===== src/rtl/frv_wb_arb_if.sv =====
// Bus bundle for the frv_wb_arb 2:1 Wishbone classic arbiter: imem and dmem
// request ports plus the shared memory bus, viewed from either side.
interface frv_wb_arb_if;
    logic        wb_imem_cyc_i;
    logic        wb_imem_stb_i;
    logic [31:0] wb_imem_adr_i;
    logic [31:0] wb_imem_dat_o;
    logic        wb_imem_ack_o;

    logic        wb_dmem_cyc_i;
    logic        wb_dmem_stb_i;
    logic        wb_dmem_we_i;
    logic [3:0]  wb_dmem_be_i;
    logic [31:0] wb_dmem_adr_i;
    logic [31:0] wb_dmem_dat_i;
    logic [31:0] wb_dmem_dat_o;
    logic        wb_dmem_ack_o;

    logic        wb_mem_cyc_o;
    logic        wb_mem_stb_o;
    logic        wb_mem_we_o;
    logic [3:0]  wb_mem_be_o;
    logic [31:0] wb_mem_adr_o;
    logic [31:0] wb_mem_dat_o;
    logic [31:0] wb_mem_dat_i;
    logic        wb_mem_ack_i;

    // Arbiter side.
    modport slave (
        input  wb_imem_cyc_i, wb_imem_stb_i, wb_imem_adr_i,
        output wb_imem_dat_o, wb_imem_ack_o,
        input  wb_dmem_cyc_i, wb_dmem_stb_i, wb_dmem_we_i, wb_dmem_be_i,
        input  wb_dmem_adr_i, wb_dmem_dat_i,
        output wb_dmem_dat_o, wb_dmem_ack_o,
        output wb_mem_cyc_o, wb_mem_stb_o, wb_mem_we_o, wb_mem_be_o,
        output wb_mem_adr_o, wb_mem_dat_o,
        input  wb_mem_dat_i, wb_mem_ack_i
    );

    // Core / memory side.
    modport master (
        output wb_imem_cyc_i, wb_imem_stb_i, wb_imem_adr_i,
        input  wb_imem_dat_o, wb_imem_ack_o,
        output wb_dmem_cyc_i, wb_dmem_stb_i, wb_dmem_we_i, wb_dmem_be_i,
        output wb_dmem_adr_i, wb_dmem_dat_i,
        input  wb_dmem_dat_o, wb_dmem_ack_o,
        input  wb_mem_cyc_o, wb_mem_stb_o, wb_mem_we_o, wb_mem_be_o,
        input  wb_mem_adr_o, wb_mem_dat_o,
        output wb_mem_dat_i, wb_mem_ack_i
    );
endinterface


===== src/rtl/frv_wb_arb.sv =====
// 2:1 Wishbone classic arbiter merging frv_1 imem/dmem onto one memory bus.
// Define FRV_ARB_RR_EN for round-robin ties; otherwise dmem wins ties.
module frv_wb_arb #(
    parameter int unsigned TIMEOUT = 64
) (
    input  logic         clk_i,
    input  logic         rst_in,
    frv_wb_arb_if.slave  bus,
    output logic [1:0]   gnt_o,
    output logic         timeout_o
);
    typedef enum logic [1:0] {IDLE, GNT_I, GNT_D} state_e;

    localparam int unsigned CNT_W = (TIMEOUT > 0) ? $clog2(TIMEOUT + 1) : 1;

    state_e           state_q, state_d;
    logic [CNT_W-1:0] cnt_q, cnt_d;

    logic req_i, req_d, pick_d;
    logic active, wd_exp, done;

    assign req_i = bus.wb_imem_cyc_i & bus.wb_imem_stb_i;
    assign req_d = bus.wb_dmem_cyc_i & bus.wb_dmem_stb_i;

`ifdef FRV_ARB_RR_EN
    // Set when dmem was the last port served; a tie goes to the other one.
    logic last_d_q, last_d_d;
    assign pick_d = req_d & (~req_i | ~last_d_q);
`else
    assign pick_d = req_d;
`endif

    // Granted port still holds cyc; dropping it aborts the transfer.
    assign active = ((state_q == GNT_I) & bus.wb_imem_cyc_i)
                  | ((state_q == GNT_D) & bus.wb_dmem_cyc_i);
    assign wd_exp = (TIMEOUT != 0) && active && !bus.wb_mem_ack_i
                    && (cnt_q == CNT_W'(TIMEOUT - 1));
    assign done   = active & (bus.wb_mem_ack_i | wd_exp);

    always_comb begin
        // NOTE: every next-state signal gets a default first so no latch is inferred.
        state_d  = state_q;
        cnt_d    = cnt_q;
`ifdef FRV_ARB_RR_EN
        last_d_d = last_d_q;
`endif
        unique case (state_q)
            IDLE: begin
                cnt_d = '0;
                if (pick_d)     state_d = GNT_D;
                else if (req_i) state_d = GNT_I;
            end
            GNT_I, GNT_D: begin
                if (!active || done) begin
                    state_d  = IDLE;
                    cnt_d    = '0;
`ifdef FRV_ARB_RR_EN
                    last_d_d = (state_q == GNT_D);
`endif
                end else if (TIMEOUT != 0) begin
                    cnt_d = cnt_q + 1'b1;
                end
            end
            default: state_d = IDLE;
        endcase
    end

    // NOTE: sequential state uses non-blocking assignments only.
    always_ff @(posedge clk_i or negedge rst_in) begin
        if (!rst_in) begin
            state_q  <= IDLE;
            cnt_q    <= '0;
`ifdef FRV_ARB_RR_EN
            last_d_q <= 1'b0;
`endif
        end else begin
            state_q  <= state_d;
            cnt_q    <= cnt_d;
`ifdef FRV_ARB_RR_EN
            last_d_q <= last_d_d;
`endif
        end
    end

    always_comb begin
        bus.wb_mem_cyc_o  = 1'b0;
        bus.wb_mem_stb_o  = 1'b0;
        bus.wb_mem_we_o   = 1'b0;
        bus.wb_mem_be_o   = 4'h0;
        bus.wb_mem_adr_o  = 32'h0;
        bus.wb_mem_dat_o  = 32'h0;
        bus.wb_imem_ack_o = 1'b0;
        bus.wb_dmem_ack_o = 1'b0;
        unique case (state_q)
            GNT_I: begin
                bus.wb_mem_cyc_o  = bus.wb_imem_cyc_i;
                bus.wb_mem_stb_o  = req_i;
                bus.wb_mem_be_o   = 4'hF;
                bus.wb_mem_adr_o  = bus.wb_imem_adr_i;
                bus.wb_imem_ack_o = done;
            end
            GNT_D: begin
                bus.wb_mem_cyc_o  = bus.wb_dmem_cyc_i;
                bus.wb_mem_stb_o  = req_d;
                bus.wb_mem_we_o   = bus.wb_dmem_we_i;
                bus.wb_mem_be_o   = bus.wb_dmem_be_i;
                bus.wb_mem_adr_o  = bus.wb_dmem_adr_i;
                bus.wb_mem_dat_o  = bus.wb_dmem_dat_i;
                bus.wb_dmem_ack_o = done;
            end
            default: ;
        endcase
    end

    // A watchdog-fabricated ack returns zero data.
    assign bus.wb_imem_dat_o = wd_exp ? 32'h0 : bus.wb_mem_dat_i;
    assign bus.wb_dmem_dat_o = wd_exp ? 32'h0 : bus.wb_mem_dat_i;

    assign gnt_o     = {state_q == GNT_D, state_q == GNT_I};
    assign timeout_o = wd_exp;
endmodule


===== src/flat_wrapper.sv =====
// flat-port wrapper written by rule: the top's interface ports become plain ports
module frv_wb_arb_flat 
#(
    parameter int unsigned TIMEOUT = 64
)
  (clk_i, rst_in, gnt_o, timeout_o, bus_wb_imem_cyc_i, bus_wb_imem_stb_i, bus_wb_imem_adr_i, bus_wb_imem_dat_o, bus_wb_imem_ack_o, bus_wb_dmem_cyc_i, bus_wb_dmem_stb_i, bus_wb_dmem_we_i, bus_wb_dmem_be_i, bus_wb_dmem_adr_i, bus_wb_dmem_dat_i, bus_wb_dmem_dat_o, bus_wb_dmem_ack_o, bus_wb_mem_cyc_o, bus_wb_mem_stb_o, bus_wb_mem_we_o, bus_wb_mem_be_o, bus_wb_mem_adr_o, bus_wb_mem_dat_o, bus_wb_mem_dat_i, bus_wb_mem_ack_i);
  frv_wb_arb_if bus_i ();
  input  logic clk_i;
  input  logic rst_in;
  output logic [1:0] gnt_o;
  output logic timeout_o;
  input wire logic [$bits(bus_i.wb_imem_cyc_i)-1:0] bus_wb_imem_cyc_i;
  input wire logic [$bits(bus_i.wb_imem_stb_i)-1:0] bus_wb_imem_stb_i;
  input wire logic [$bits(bus_i.wb_imem_adr_i)-1:0] bus_wb_imem_adr_i;
  output wire logic [$bits(bus_i.wb_imem_dat_o)-1:0] bus_wb_imem_dat_o;
  output wire logic [$bits(bus_i.wb_imem_ack_o)-1:0] bus_wb_imem_ack_o;
  input wire logic [$bits(bus_i.wb_dmem_cyc_i)-1:0] bus_wb_dmem_cyc_i;
  input wire logic [$bits(bus_i.wb_dmem_stb_i)-1:0] bus_wb_dmem_stb_i;
  input wire logic [$bits(bus_i.wb_dmem_we_i)-1:0] bus_wb_dmem_we_i;
  input wire logic [$bits(bus_i.wb_dmem_be_i)-1:0] bus_wb_dmem_be_i;
  input wire logic [$bits(bus_i.wb_dmem_adr_i)-1:0] bus_wb_dmem_adr_i;
  input wire logic [$bits(bus_i.wb_dmem_dat_i)-1:0] bus_wb_dmem_dat_i;
  output wire logic [$bits(bus_i.wb_dmem_dat_o)-1:0] bus_wb_dmem_dat_o;
  output wire logic [$bits(bus_i.wb_dmem_ack_o)-1:0] bus_wb_dmem_ack_o;
  output wire logic [$bits(bus_i.wb_mem_cyc_o)-1:0] bus_wb_mem_cyc_o;
  output wire logic [$bits(bus_i.wb_mem_stb_o)-1:0] bus_wb_mem_stb_o;
  output wire logic [$bits(bus_i.wb_mem_we_o)-1:0] bus_wb_mem_we_o;
  output wire logic [$bits(bus_i.wb_mem_be_o)-1:0] bus_wb_mem_be_o;
  output wire logic [$bits(bus_i.wb_mem_adr_o)-1:0] bus_wb_mem_adr_o;
  output wire logic [$bits(bus_i.wb_mem_dat_o)-1:0] bus_wb_mem_dat_o;
  input wire logic [$bits(bus_i.wb_mem_dat_i)-1:0] bus_wb_mem_dat_i;
  input wire logic [$bits(bus_i.wb_mem_ack_i)-1:0] bus_wb_mem_ack_i;
  assign bus_i.wb_imem_cyc_i = bus_wb_imem_cyc_i;
  assign bus_i.wb_imem_stb_i = bus_wb_imem_stb_i;
  assign bus_i.wb_imem_adr_i = bus_wb_imem_adr_i;
  assign bus_wb_imem_dat_o = bus_i.wb_imem_dat_o;
  assign bus_wb_imem_ack_o = bus_i.wb_imem_ack_o;
  assign bus_i.wb_dmem_cyc_i = bus_wb_dmem_cyc_i;
  assign bus_i.wb_dmem_stb_i = bus_wb_dmem_stb_i;
  assign bus_i.wb_dmem_we_i = bus_wb_dmem_we_i;
  assign bus_i.wb_dmem_be_i = bus_wb_dmem_be_i;
  assign bus_i.wb_dmem_adr_i = bus_wb_dmem_adr_i;
  assign bus_i.wb_dmem_dat_i = bus_wb_dmem_dat_i;
  assign bus_wb_dmem_dat_o = bus_i.wb_dmem_dat_o;
  assign bus_wb_dmem_ack_o = bus_i.wb_dmem_ack_o;
  assign bus_wb_mem_cyc_o = bus_i.wb_mem_cyc_o;
  assign bus_wb_mem_stb_o = bus_i.wb_mem_stb_o;
  assign bus_wb_mem_we_o = bus_i.wb_mem_we_o;
  assign bus_wb_mem_be_o = bus_i.wb_mem_be_o;
  assign bus_wb_mem_adr_o = bus_i.wb_mem_adr_o;
  assign bus_wb_mem_dat_o = bus_i.wb_mem_dat_o;
  assign bus_i.wb_mem_dat_i = bus_wb_mem_dat_i;
  assign bus_i.wb_mem_ack_i = bus_wb_mem_ack_i;
  frv_wb_arb #(.TIMEOUT(TIMEOUT)) u_core (.clk_i(clk_i), .rst_in(rst_in), .bus(bus_i), .gnt_o(gnt_o), .timeout_o(timeout_o));
endmodule

===== config.mk =====
export PLATFORM = sky130hd
export DESIGN_NAME = frv_wb_arb_flat
export DESIGN_NICKNAME = d
export VERILOG_FILES = /design/src/rtl/frv_wb_arb_if.sv /design/src/rtl/frv_wb_arb.sv /design/src/flat_wrapper.sv
export SDC_FILE = /design/constraint.sdc
export NUM_CORES = 1
export LEC_CHECK = 0
export ABC_AREA = 1
export CAP_MARGIN = 20
export CORE_AREA = 2 2 110 112
export CTS_CLUSTER_DIAMETER = 50
export DETAILED_ROUTE_END_ITERATION = 10
export DIE_AREA = 0 0 112 114
export GPL_ROUTABILITY_DRIVEN = 0
export SLEW_MARGIN = 20
export SYNTH_ARGS = -nofsm -noshare
export SYNTH_HDL_FRONTEND = slang
export SYNTH_SLANG_ARGS = --single-unit

===== constraint.sdc =====
create_clock -name clk_i -period 1.7 [get_ports clk_i]
set_input_delay 0.255 -clock clk_i [delete_from_list [all_inputs] [get_ports clk_i]]
set_output_delay 0.255 -clock clk_i [all_outputs]
set_load 0.01 [all_outputs]

==> results.md <==
- Met1 Wirelength: 4.75 mm
- FP Rows: 40
- Final period utilization: 120%
- TritonCTS sink count: 9
- Clk_lat worst skew: between 0.2 and 0.25 ns
- H-tree depth: 1
- Clk root buf: clkbuf_16
- CP Data Arrival Time: roughly 1.8 ns
- Crit path max fanout: 4
- DR WL/cell: about 16 um
- Core Area: 0.0117 sq mm
- Clock transition at path regs: about 0.04 ns
- TritonRoute pass-1 iters: 4
- Final Worst Setup Slack: -0.344 ns
- Final WL: 13.4 mm
- Post-synthesis sequential area ratio: between 10% and 20%
- Mapped cell area: ~0.0019 sq mm
- HPWL after DPL: around 8.0 mm
- Initial Util: 16.0%
- Overflow left after global routing: 0
- CTS tree: yes
- Die ar.: about 0.013 sq mm
- Final std cells w/o fill: 840
- Area share of the largest cell type after synthesis: 25.7%
- Area Growth Syn to Fin: 247%
- Slew at the pin closest to its max-slew limit: 0.442 ns
- Cts hold-fix bufs: 0
- Status: finished, violations left
- Startpoint class of the critical path: flip-flop
- EDFF count, synth: 0
- Post-Place Cells: 769
- DR WL met3: about 1 mm
- Avg Inst Size Synth: around 5 sq um
- Critical path type: flip-flop to output pin
- Peak supply drop: between 0.5 and 0.6 mV
- Post-synth top cells: 128 x nand2_1, 79 x inv_1, 42 x nor2_1
- Fin crit period: 2.04 ns
- Synth Instances: 371
- First-pass GRT wire length: roughly 18 mm
- Max Freq: 0.489 GHz
- Share of cells above drive strength 1: approximately three fifths
- Largest net degree at the start of global routing: 32
- Detailed-route via count: around 3500
- Slew Viols, Final: 0
- CTS buffer count: 3
- Initial DRC count: 111
- Cell area power density: around 830 mW/mm^2
- Pleak: ~3.3 nW
- Highest Signal Layer: met4
- DIE HEIGHT: ~110 um
- Unrepaired setup endpoints after global routing: true
- CP Capture Type: output pin
- Synth Flop Type: dfrtp_1
- Number of global-route vias before repair: roughly 3500
- Initial antenna violation count: 0
- Vias per cell: around 4.2
- Setup violators final: 132
- Global Route Usage Sum: about 18%
- Synth top area cells: nand2_1 26%, inv_1 16%, buf_4 14%
- DRC errors left: 0
- Post-route ant nets: 0
- Hold Crit Class: primary input to async pin
- Ant diodes: 0
- Io pins: 280
- Post-Syn Nets: between 500 and 600
- Longest Clk Path Bufs: 2
- YS warnings: 0
- Most frequent cell after synthesis: nand2_1
- Clk_skew: ~0.0016 ns
- Final hold vios: 0
- Final nets: ~840
- WP data required: about 1.4 ns
- Port buffer count: 279
- Max-Cap Viols: 0
- Met2 routed WL: about 7.3 mm
- Die W: between 100 and 150 um
- FF+latch count, synth: 9
- Yosys top cell by area: nand2_1
- Total chip power: 5.41 mW
- Async S/R FF share, synth: 100%
- Netlist cell types: 20
- Failing checks: setup timing
- Rel. slew slack: a little over two thirds
==> critical path: stages (launching register included) <==
cell,delay (ns)
dfrtp_2,0.44
inv_2,0.10
ha_4,0.15
nand2_4,0.06
nand2_4,0.08
nand2_4,0.05
nor2_4,0.11
buf_12,0.12
buf_12,0.12
clkbuf_16,0.16
nor2_4,0.04
buf_6,0.11
==> layer usage <==
metal	up-vias	track usage, %
li1	1700	-
met1	1626	19.1
met5	-	0
met4	0	6.59
met2	193	33.6
met3	20	4.25
==> cell families (layout without fill, tap and decap cells) <==
family | count (synthesis) | count (layout) | share of synthesized area (%)
and+or+nand+nor | 181 | 181 | 38.2
buffers and inverters | 130 | 452 | 33.3
AOI/OAI and AO/OA | 42 | 42 | 11.2
DFF | 9 | 9 | 12.0
adders and majority gates | 5 | 5 | 3.35
xor gates and xnor gates | 4 | 4 | 1.87
==> path summary, 6_finish.rpt <==
kind                       cells past startpoint               from  slack (ns)               endpoint
max in group asynchronous                      1             rst_in        1.04      u_core.state_q[1]
hold reg to reg                                3    u_core.cnt_q[5]        0.59        u_core.cnt_q[5]
hold / removal                                 1             rst_in        0.33        u_core.cnt_q[0]
setup reg to reg                              10  u_core.state_q[1]        0.09        u_core.cnt_q[4]
min in group clk_i                             3    u_core.cnt_q[5]        0.59        u_core.cnt_q[5]
setup / recovery                              11  u_core.state_q[1]       -0.34  bus_wb_imem_dat_o[13]
==> placed cells by master (no fill, tap or decap), types with 24 or more instances in the layout <==
cell type        synthesis  final
nand2_2                  2     24
buf_6                    0    100
buf_4                   35     29
nand2_1                128     69
nor2_4                   1     26
buf_2                    3     60
inv_1                   79     46
a21oi_2                  0     35
nand2_4                  0     37
clkdlybuf4s50_1          0    139
inv_2                    0     31
==> report_power, final <==
group | switching [mW] | internal, mW | total [mW]
clock network | 0.108 | 0.314 | 0.422
logic | 2.05 | 2.68 | 4.73
registers | 0.0222 | 0.233 | 0.255
==> metrics by stage <==
stage | hold slack, ns | TNS, ns | cell area, sq um | util (%) | setup WS (ns)
global route | 0.369 | -43.17 | 6490 | 55.4 | -0.403
detailed placement | 0.584 | -59.73 | 4850 | 41.4 | -0.555
CTS | 0.350 | -46.92 | 5590 | 47.7 | -0.445
global placement | 0.569 | -58.50 | 4850 | 41.4 | -0.560
finish | 0.333 | -35.49 | 6490 | 55.4 | -0.344
floorplan | -0.0406 | -3.39 | 2000 | - | -0.119
==> cell type report <==
type                    instances  area [sq um]
repair buffers                369          3930
inverters                      79           313
well taps                     147           184
flip-flops and latches          9           228
fillers                      1081          5220
clock buffers                   4          78.8
multi-input cells             232          1760
==> timing repair <==
action                     CTS  global route
buffers inserted            30            25
gates cloned                13             8
pin swaps                    7            53
setup endpoints to repair  140           148
gates resized for setup    677           227
==> registers in the layout, indices dropped and copies added (netlist names) <==
register	cells
u_core.cnt_q	7
u_core.state_q	2
No activity file was read; power rests on OpenSTA's default activity.
